## src/rtl/flash_audio_pkg.sv

```systemverilog
// Shared types and constants for the flash-sample audio player:
// FSM states, keyboard command codes and the default lane geometry.
package flash_audio_pkg;

   typedef enum logic [1:0] {
      ST_IDLE      = 2'd0,
      ST_REQ       = 2'd1,
      ST_WAIT_DATA = 2'd2,
      ST_PLAY      = 2'd3
   } state_t;

   // Lower-case command letters; OR-ing in CASE_BIT folds upper case onto them.
   localparam logic [7:0] CASE_BIT    = 8'h20;
   localparam logic [7:0] KEY_PLAY    = 8'h65;  // 'e'
   localparam logic [7:0] KEY_PAUSE   = 8'h64;  // 'd'
   localparam logic [7:0] KEY_FWD     = 8'h66;  // 'f'
   localparam logic [7:0] KEY_BWD     = 8'h62;  // 'b'
   localparam logic [7:0] KEY_RESTART = 8'h72;  // 'r'

   function automatic int lane_idx_w(input int lanes);
      return (lanes > 1) ? $clog2(lanes) : 1;
   endfunction

   localparam int DEF_DATA_W   = 32;
   localparam int DEF_SAMPLE_W = 8;
   localparam int LANES        = DEF_DATA_W / DEF_SAMPLE_W;
   localparam int LANE_W       = lane_idx_w(LANES);

   typedef struct packed {
      logic play;
      logic pause;
      logic fwd;
      logic bwd;
      logic restart;
   } key_cmd_t;

endpackage

```

## src/rtl/flash_audio_player_key_decode.sv

```systemverilog
// ASCII keyboard code to one-hot player command, qualified by key_valid.
module player_key_decode
   import flash_audio_pkg::*;
(
   input  logic       key_valid,
   input  logic [7:0] key_ascii,
   output key_cmd_t   cmd
);

   logic [7:0] key_lc;

   // Only letters are folded usefully; any other code folds onto a non-command value.
   assign key_lc = key_ascii | CASE_BIT;

   always_comb begin
      cmd = '0;
      if (key_valid) begin
         case (key_lc)
            KEY_PLAY:    cmd.play    = 1'b1;
            KEY_PAUSE:   cmd.pause   = 1'b1;
            KEY_FWD:     cmd.fwd     = 1'b1;
            KEY_BWD:     cmd.bwd     = 1'b1;
            KEY_RESTART: cmd.restart = 1'b1;
            default:     cmd         = '0;
         endcase
      end
   end

endmodule

```

## src/rtl/flash_audio_player.sv

```systemverilog
// Flash-sample playback controller: fetches packed words over Avalon-MM and
// unpacks one sample per sample_tick, steered by keyboard commands.
module flash_audio_player
   import flash_audio_pkg::*;
#(
   parameter int                ADDR_W     = 23,
   parameter int                DATA_W     = 32,
   parameter int                SAMPLE_W   = 8,
   parameter logic [ADDR_W-1:0] START_ADDR = '0,
   parameter logic [ADDR_W-1:0] END_ADDR   = ADDR_W'('h7FFFF)
) (
   input  logic                clk,
   input  logic                reset_n,
   input  logic                sample_tick,
   input  logic                key_valid,
   input  logic [7:0]          key_ascii,
   output logic                flash_mem_read,
   output logic [ADDR_W-1:0]   flash_mem_address,
   input  logic                flash_mem_waitrequest,
   input  logic [DATA_W-1:0]   flash_mem_readdata,
   input  logic                flash_mem_readdatavalid,
   output logic [SAMPLE_W-1:0] audio_data,
   output logic                audio_valid,
   output logic                playing,
   output logic                direction,
   output logic                underrun
);

   localparam int                 N_LANES   = DATA_W / SAMPLE_W;
   localparam int                 N_LANE_W  = lane_idx_w(N_LANES);
   localparam logic [N_LANE_W-1:0] LAST_LANE = N_LANE_W'(N_LANES - 1);

   key_cmd_t            cmd;
   state_t              state, state_nxt;
   logic [ADDR_W-1:0]   addr_nxt, restart_addr;
   logic [DATA_W-1:0]   word;
   logic                word_load;
   logic                word_valid, word_valid_nxt;
   logic [N_LANE_W-1:0] lane, lane_nxt;
   logic                discard, discard_nxt;
   logic                restart_pend, restart_pend_nxt;
   logic                playing_nxt, direction_nxt;
   logic [SAMPLE_W-1:0] audio_nxt, cur_sample;
   logic                audio_valid_nxt, underrun_nxt;
   logic                last_lane;

   player_key_decode u_key_decode (
      .key_valid (key_valid),
      .key_ascii (key_ascii),
      .cmd       (cmd)
   );

   function automatic logic [ADDR_W-1:0] addr_step(input logic [ADDR_W-1:0] a,
                                                   input logic              back);
      if (back) return (a == START_ADDR) ? END_ADDR : a - ADDR_W'(1);
      else      return (a == END_ADDR) ? START_ADDR : a + ADDR_W'(1);
   endfunction

   assign flash_mem_read = (state == ST_REQ);
   assign cur_sample     = word[int'(lane)*SAMPLE_W +: SAMPLE_W];
   assign last_lane      = direction ? (lane == '0) : (lane == LAST_LANE);

   // Commands land in the registers at this edge; everything else sees the
   // pre-command playing/direction, so a same-cycle tick uses the old mode.
   assign playing_nxt   = cmd.play ? 1'b1 : (cmd.pause ? 1'b0 : playing);
   assign direction_nxt = cmd.fwd  ? 1'b0 : (cmd.bwd   ? 1'b1 : direction);
   assign restart_addr  = direction_nxt ? END_ADDR : START_ADDR;

   always_comb begin
      // NOTE: every combinational output gets a default first; a missed branch would infer a latch.
      state_nxt        = state;
      addr_nxt         = flash_mem_address;
      word_load        = 1'b0;
      word_valid_nxt   = word_valid;
      lane_nxt         = lane;
      discard_nxt      = discard;
      restart_pend_nxt = restart_pend;
      audio_nxt        = audio_data;
      audio_valid_nxt  = 1'b0;
      underrun_nxt     = 1'b0;

      case (state)
         ST_IDLE: begin
            if (cmd.restart) begin
               addr_nxt       = restart_addr;
               word_valid_nxt = 1'b0;
            end
            if (playing)
               state_nxt = (word_valid && !cmd.restart) ? ST_PLAY : ST_REQ;
         end

         ST_REQ: begin
            underrun_nxt = sample_tick && playing;
            // The address must stay put while the request is stalled, so a
            // restart is only applied once the slave accepts.
            if (!flash_mem_waitrequest) begin
               state_nxt = ST_WAIT_DATA;
               if (cmd.restart || restart_pend) begin
                  addr_nxt         = restart_addr;
                  discard_nxt      = 1'b1;
                  restart_pend_nxt = 1'b0;
               end
            end else if (cmd.restart) begin
               restart_pend_nxt = 1'b1;
            end
         end

         ST_WAIT_DATA: begin
            underrun_nxt = sample_tick && playing;
            if (cmd.restart) begin
               addr_nxt    = restart_addr;
               discard_nxt = 1'b1;
            end
            if (flash_mem_readdatavalid) begin
               if (discard || cmd.restart) begin
                  discard_nxt = 1'b0;
                  state_nxt   = playing ? ST_REQ : ST_IDLE;
               end else begin
                  word_load      = 1'b1;
                  word_valid_nxt = 1'b1;
                  lane_nxt       = direction_nxt ? LAST_LANE : '0;
                  state_nxt      = playing ? ST_PLAY : ST_IDLE;
               end
            end
         end

         ST_PLAY: begin
            if (!playing) begin
               state_nxt = ST_IDLE;
            end else if (sample_tick) begin
               audio_nxt       = cur_sample;
               audio_valid_nxt = 1'b1;
               if (last_lane) begin
                  addr_nxt       = addr_step(flash_mem_address, direction);
                  word_valid_nxt = 1'b0;
                  state_nxt      = ST_REQ;
               end else begin
                  lane_nxt = direction ? lane - N_LANE_W'(1) : lane + N_LANE_W'(1);
               end
            end
            if (cmd.restart) begin
               addr_nxt       = restart_addr;
               word_valid_nxt = 1'b0;
               state_nxt      = playing ? ST_REQ : ST_IDLE;
            end
         end

         default: state_nxt = ST_IDLE;
      endcase
   end

   always_ff @(posedge clk or negedge reset_n) begin
      if (!reset_n) begin
         state             <= ST_IDLE;
         flash_mem_address <= START_ADDR;
         word_valid        <= 1'b0;
         lane              <= '0;
         discard           <= 1'b0;
         restart_pend      <= 1'b0;
         playing           <= 1'b0;
         direction         <= 1'b0;
         audio_data        <= '0;
         audio_valid       <= 1'b0;
         underrun          <= 1'b0;
      end else begin
         // NOTE: state registers use non-blocking assignment so every flop samples pre-edge values.
         state             <= state_nxt;
         flash_mem_address <= addr_nxt;
         word_valid        <= word_valid_nxt;
         lane              <= lane_nxt;
         discard           <= discard_nxt;
         restart_pend      <= restart_pend_nxt;
         playing           <= playing_nxt;
         direction         <= direction_nxt;
         audio_data        <= audio_nxt;
         audio_valid       <= audio_valid_nxt;
         underrun          <= underrun_nxt;
      end
   end

   // NOTE: the word buffer is deliberately not reset; word_valid qualifies its contents.
   always_ff @(posedge clk) begin
      if (word_load) word <= flash_mem_readdata;
   end

endmodule

```

## config.mk

```make
export PLATFORM = sky130hd
export DESIGN_NAME = flash_audio_player
export DESIGN_NICKNAME = d
export VERILOG_FILES = /design/src/rtl/flash_audio_pkg.sv /design/src/rtl/flash_audio_player_key_decode.sv /design/src/rtl/flash_audio_player.sv
export SDC_FILE = /design/constraint.sdc
export NUM_CORES = 1
export LEC_CHECK = 0
export CORE_AREA = 2 2 88 111
export DETAILED_ROUTE_END_ITERATION = 8
export DIE_AREA = 0 0 90 113
export DONT_BUFFER_PORTS = 1
export PLACE_DENSITY = 0.64
export SYNTH_ARGS = -nofsm -noshare
export SYNTH_HDL_FRONTEND = slang
export SYNTH_SLANG_ARGS = --single-unit
```

## constraint.sdc

```tcl
create_clock -name clk -period 5.95 [get_ports clk]
set_input_delay 1.19 -clock clk [delete_from_list [all_inputs] [get_ports clk]]
set_output_delay 1.19 -clock clk [all_outputs]
set_load 0.05 [all_outputs]
```

==> flow_metrics.py <==
metrics = {
    "drt": {
        "firstDrtPassIters": 7,
        "via_count": 3391,
        "drt_iter0_drc": 163,
        "wl_per_cell_um": 19.6,
        "vias_per_cell": 6.35,
        "ant_nets": 0,
        "drc": 0,
        "wirelength_um": 10400,
    },
    "timing": {
        "post-route-period-util": 0.512,
        "hold_violations": 0,
        "finalSetupViolCount": 0,
        "fin_crit_ns": 3.05,
        "finalSetupTns_ns": 0,
        "rsz0062_at_grt": "false",
        "slew_violations": 0,
        "fmax_mhz": 328,
        "relSlewSlack": 0.217,
        "tightest_slew_ns": 1.17,
        "clock_skew_ns": 0.00742,
    },
    "yosys": {
        "synth_top_family_by_area": "simple AND/OR/NAND/NOR gates",
        "syn_area_per_cell_um2": 10.6,
        "synth_edf_count": 32,
        "postSynthCellCount": 421,
        "synth_fa_ha_area_frac": 0.0197,
        "ys_ff_latch": 74,
        "synth_nets": 474,
        "synthArstFlopShare": 0.568,
        "synth_xor_area_frac": 0.0256,
        "netlist_area_um2": 4440,
        "synth_compound_area_frac": 0.184,
        "synthSimpleGateAreaFrac": 0.196,
        "muxShareOfSynthArea": 0.0729,
        "yosysTopAreaCell": "dfrtp_1",
        "synth_cell_types": 78,
        "ys_seq_area_frac": 0.453,
        "yosys.area.top_type_share": 0.237,
        "ys_warn_count": 0,
        "synthTopCellsByArea": "dfrtp_1 24%, edfxtp_1 22%, o21ai_0 4.4%, mux4_2 4.1%, mux2_2 2.8%",
        "ys.flop_type": "dfrtp_1",
    },
    "clock_network": {
        "cts_sinks": 74,
        "cts-buffers-inserted": 9,
        "cts_resized": 0,
        "cts_max_level": 3,
        "clock-root-buffer": "clkbuf_16",
        "post-cts-setup-buffers": 0,
        "clk_path_buf_depth": 2,
        "path_clk_slew_ns": 0.06,
        "holdBufCountCts": 0,
        "tritoncts": "yes",
        "clock_latency_ns": 0.34,
    },
    "grt": {
        "overflow": 0,
        "grt_pass1_vias": 3412,
        "antenna_found_initial": 0,
        "grt_max_degree": 43,
        "grt_pass1_wl_um": 17100,
        "grt_usage": 0.209,
    },
    "power_and_ir_drop": {
        "total_leakage_power_uw": 0.00175,
        "peakVddDrop_mv": 0.281,
        "p_per_area_nw_per_um2": 524,
    },
    "critical_path": {
        "setup.worst_path.start": "key_ascii[2]",
        "critPathLaunchType": "input port",
        "rrSetupSlack_ns": 2.97,
        "endpoint_kind": "flop",
        "cp_max_fo": 33,
        "crit_end": "lane[0]",
        "crit_arrival_ns": 3.30,
        "r2r_end": "flash_mem_address[7]",
        "r2r-start": "flash_mem_address[11]",
        "reg2reg_depth": 6,
        "worstPathCellList": "and4bb_2, a21oi_1, nand3_1, inv_1, a21o_1, a31oi_1, a31oi_1",
        "slowest_delay_ns": 0.91,
        "crit_type": "in2reg",
        "worst_ep_required_time_ns": 6.20,
        "slowest_stage": "inv_1",
        "path_common_cell": "a31oi_1",
    },
    "die": {
        "die_area_um2": 10200,
        "fp.dieW_um": 90,
        "initial_core_util": 0.490,
        "core-area_um2": 9080,
        "rows": 39,
        "io_pins": 82,
        "die_y_um": 113,
    },
    "finish": {
        "multi_input_area_um2": 2220,
        "area_delta_synth_final_pct": 7.15,
        "nets": 459,
        "instances_no_fill": 534,
        "regArea_um2": 2010,
        "mostFrequentLayoutCells": "42 x dfrtp_1, 39 x o21ai_0, 32 x edfxtp_1, 24 x a21oi_1, 24 x nor2_1",
        "final_common_cell": "dfrtp_1",
        "drive_above_1_share": 0.153,
        "diodes": 0,
        "fillers": 828,
    },
    "placement": {
        "place_hpwl_um": 7200,
        "place_congestion": 0.860,
        "numPortBuffers": 0,
        "place_inst": 518,
    },
    "status": {
        "status": "finished, final reports clean",
    },
    "hold_path": {
        "hold_class": "in2async",
    },
    "job": {
        "cap_violations": 0,
    },
}
## report_power, final
group	switching [µW]	total, µW	internal [µW]
Combinational	382	709	327
Clock	230	562	332
Sequential	582	1220	643
Total	1190	2500	1300
## flip-flops by register name (all words and copies together), names as in the netlist
name,count
flash_mem_address,23
audio_data,8
lane,2
word_valid,1
word,32
restart_pend,1
underrun,1
audio_valid,1
direction,1
state,2
playing,1
discard,1
## area by class of cell
cell class | count | area share
clock buffer | 9 | 0.0473
sequential | 74 | 0.423
inverter | 17 | 0.0134
tap | 123 | 0.0323
clock inverter | 7 | 0.0173
timing repair buffer | 1 | 0.00158
multi-input combinational | 303 | 0.465
## synth_stat cells (4+ instances only)
master	number
dfrtp_1	42
o21ai_0	39
edfxtp_1	32
a21oi_1	24
nor2_1	24
nand2_1	21
inv_1	17
nand3_1	17
mux2_2	11
buf_2	10
nor3_1	10
a31oi_1	8
clkbuf_1	8
mux4_2	8
xnor2_1	8
and3_1	7
ha_1	7
nand4_1	7
o31ai_1	6
buf_6	5
nand2b_1	5
nor4_1	5
xor2_1	5
a211o_1	4
nor3b_1	4
or3_1	4
## critical path, delay by kind of cell
kind                   cells  cell delay (ns)
and+or+nand+nor            2             0.48
buffers and inverters      1             0.91
AOI/OAI and AO/OA          4             0.72
## routing by layer
metal  part of all wire  global-route usage  wire length, µm  vias up
met4              0.019              0.0872              199        0
met1               0.40               0.241             4140     1694
met2               0.53               0.378             5550      109
met3              0.054              0.0406              563       14
li1                   -                   -                -     1574
met5                  0                   0                0        -
## logic make-up after synthesis
| kind of cell | Yosys count |
|---|---|
| flops | 74 |
| simple gates | 140 |
| mux | 21 |
| fa+ha+maj | 7 |
| compound gates | 122 |
| xor+xnor | 13 |
| buf+inv | 44 |
## worst min-delay path by stage
stage | depth (start not counted) | slack, ns | end | start
finish | 0 | 0.54 | flash_mem_address[5] | reset_n
global route | 0 | 0.54 | flash_mem_address[22] | reset_n
CTS | 0 | 0.54 | flash_mem_address[22] | reset_n
detailed placement | 2 | 0.54 | word_valid | word_valid
global placement | 2 | 0.51 | discard | discard
floorplan | 2 | 0.49 | discard | discard
## through the flow
| stage | instance area (µm²) | power, µW | setup slack (ns) | hold WS, ns | utilization |
|---|---|---|---|---|---|
| after floorplan | 4440 | 1800 | 2.91 | 0.492 | - |
| after global placement | 4450 | 1920 | 2.59 | 0.514 | 0.491 |
| after detailed placement | 4450 | 1940 | 2.53 | 0.541 | 0.491 |
| after CTS | 4760 | 2510 | 2.86 | 0.535 | 0.525 |
| after global routing | 4760 | 2640 | 2.65 | 0.537 | 0.525 |
| final | 4760 | 2500 | 2.90 | 0.544 | 0.525 |
No activity file was read; power rests on OpenSTA's default activity.
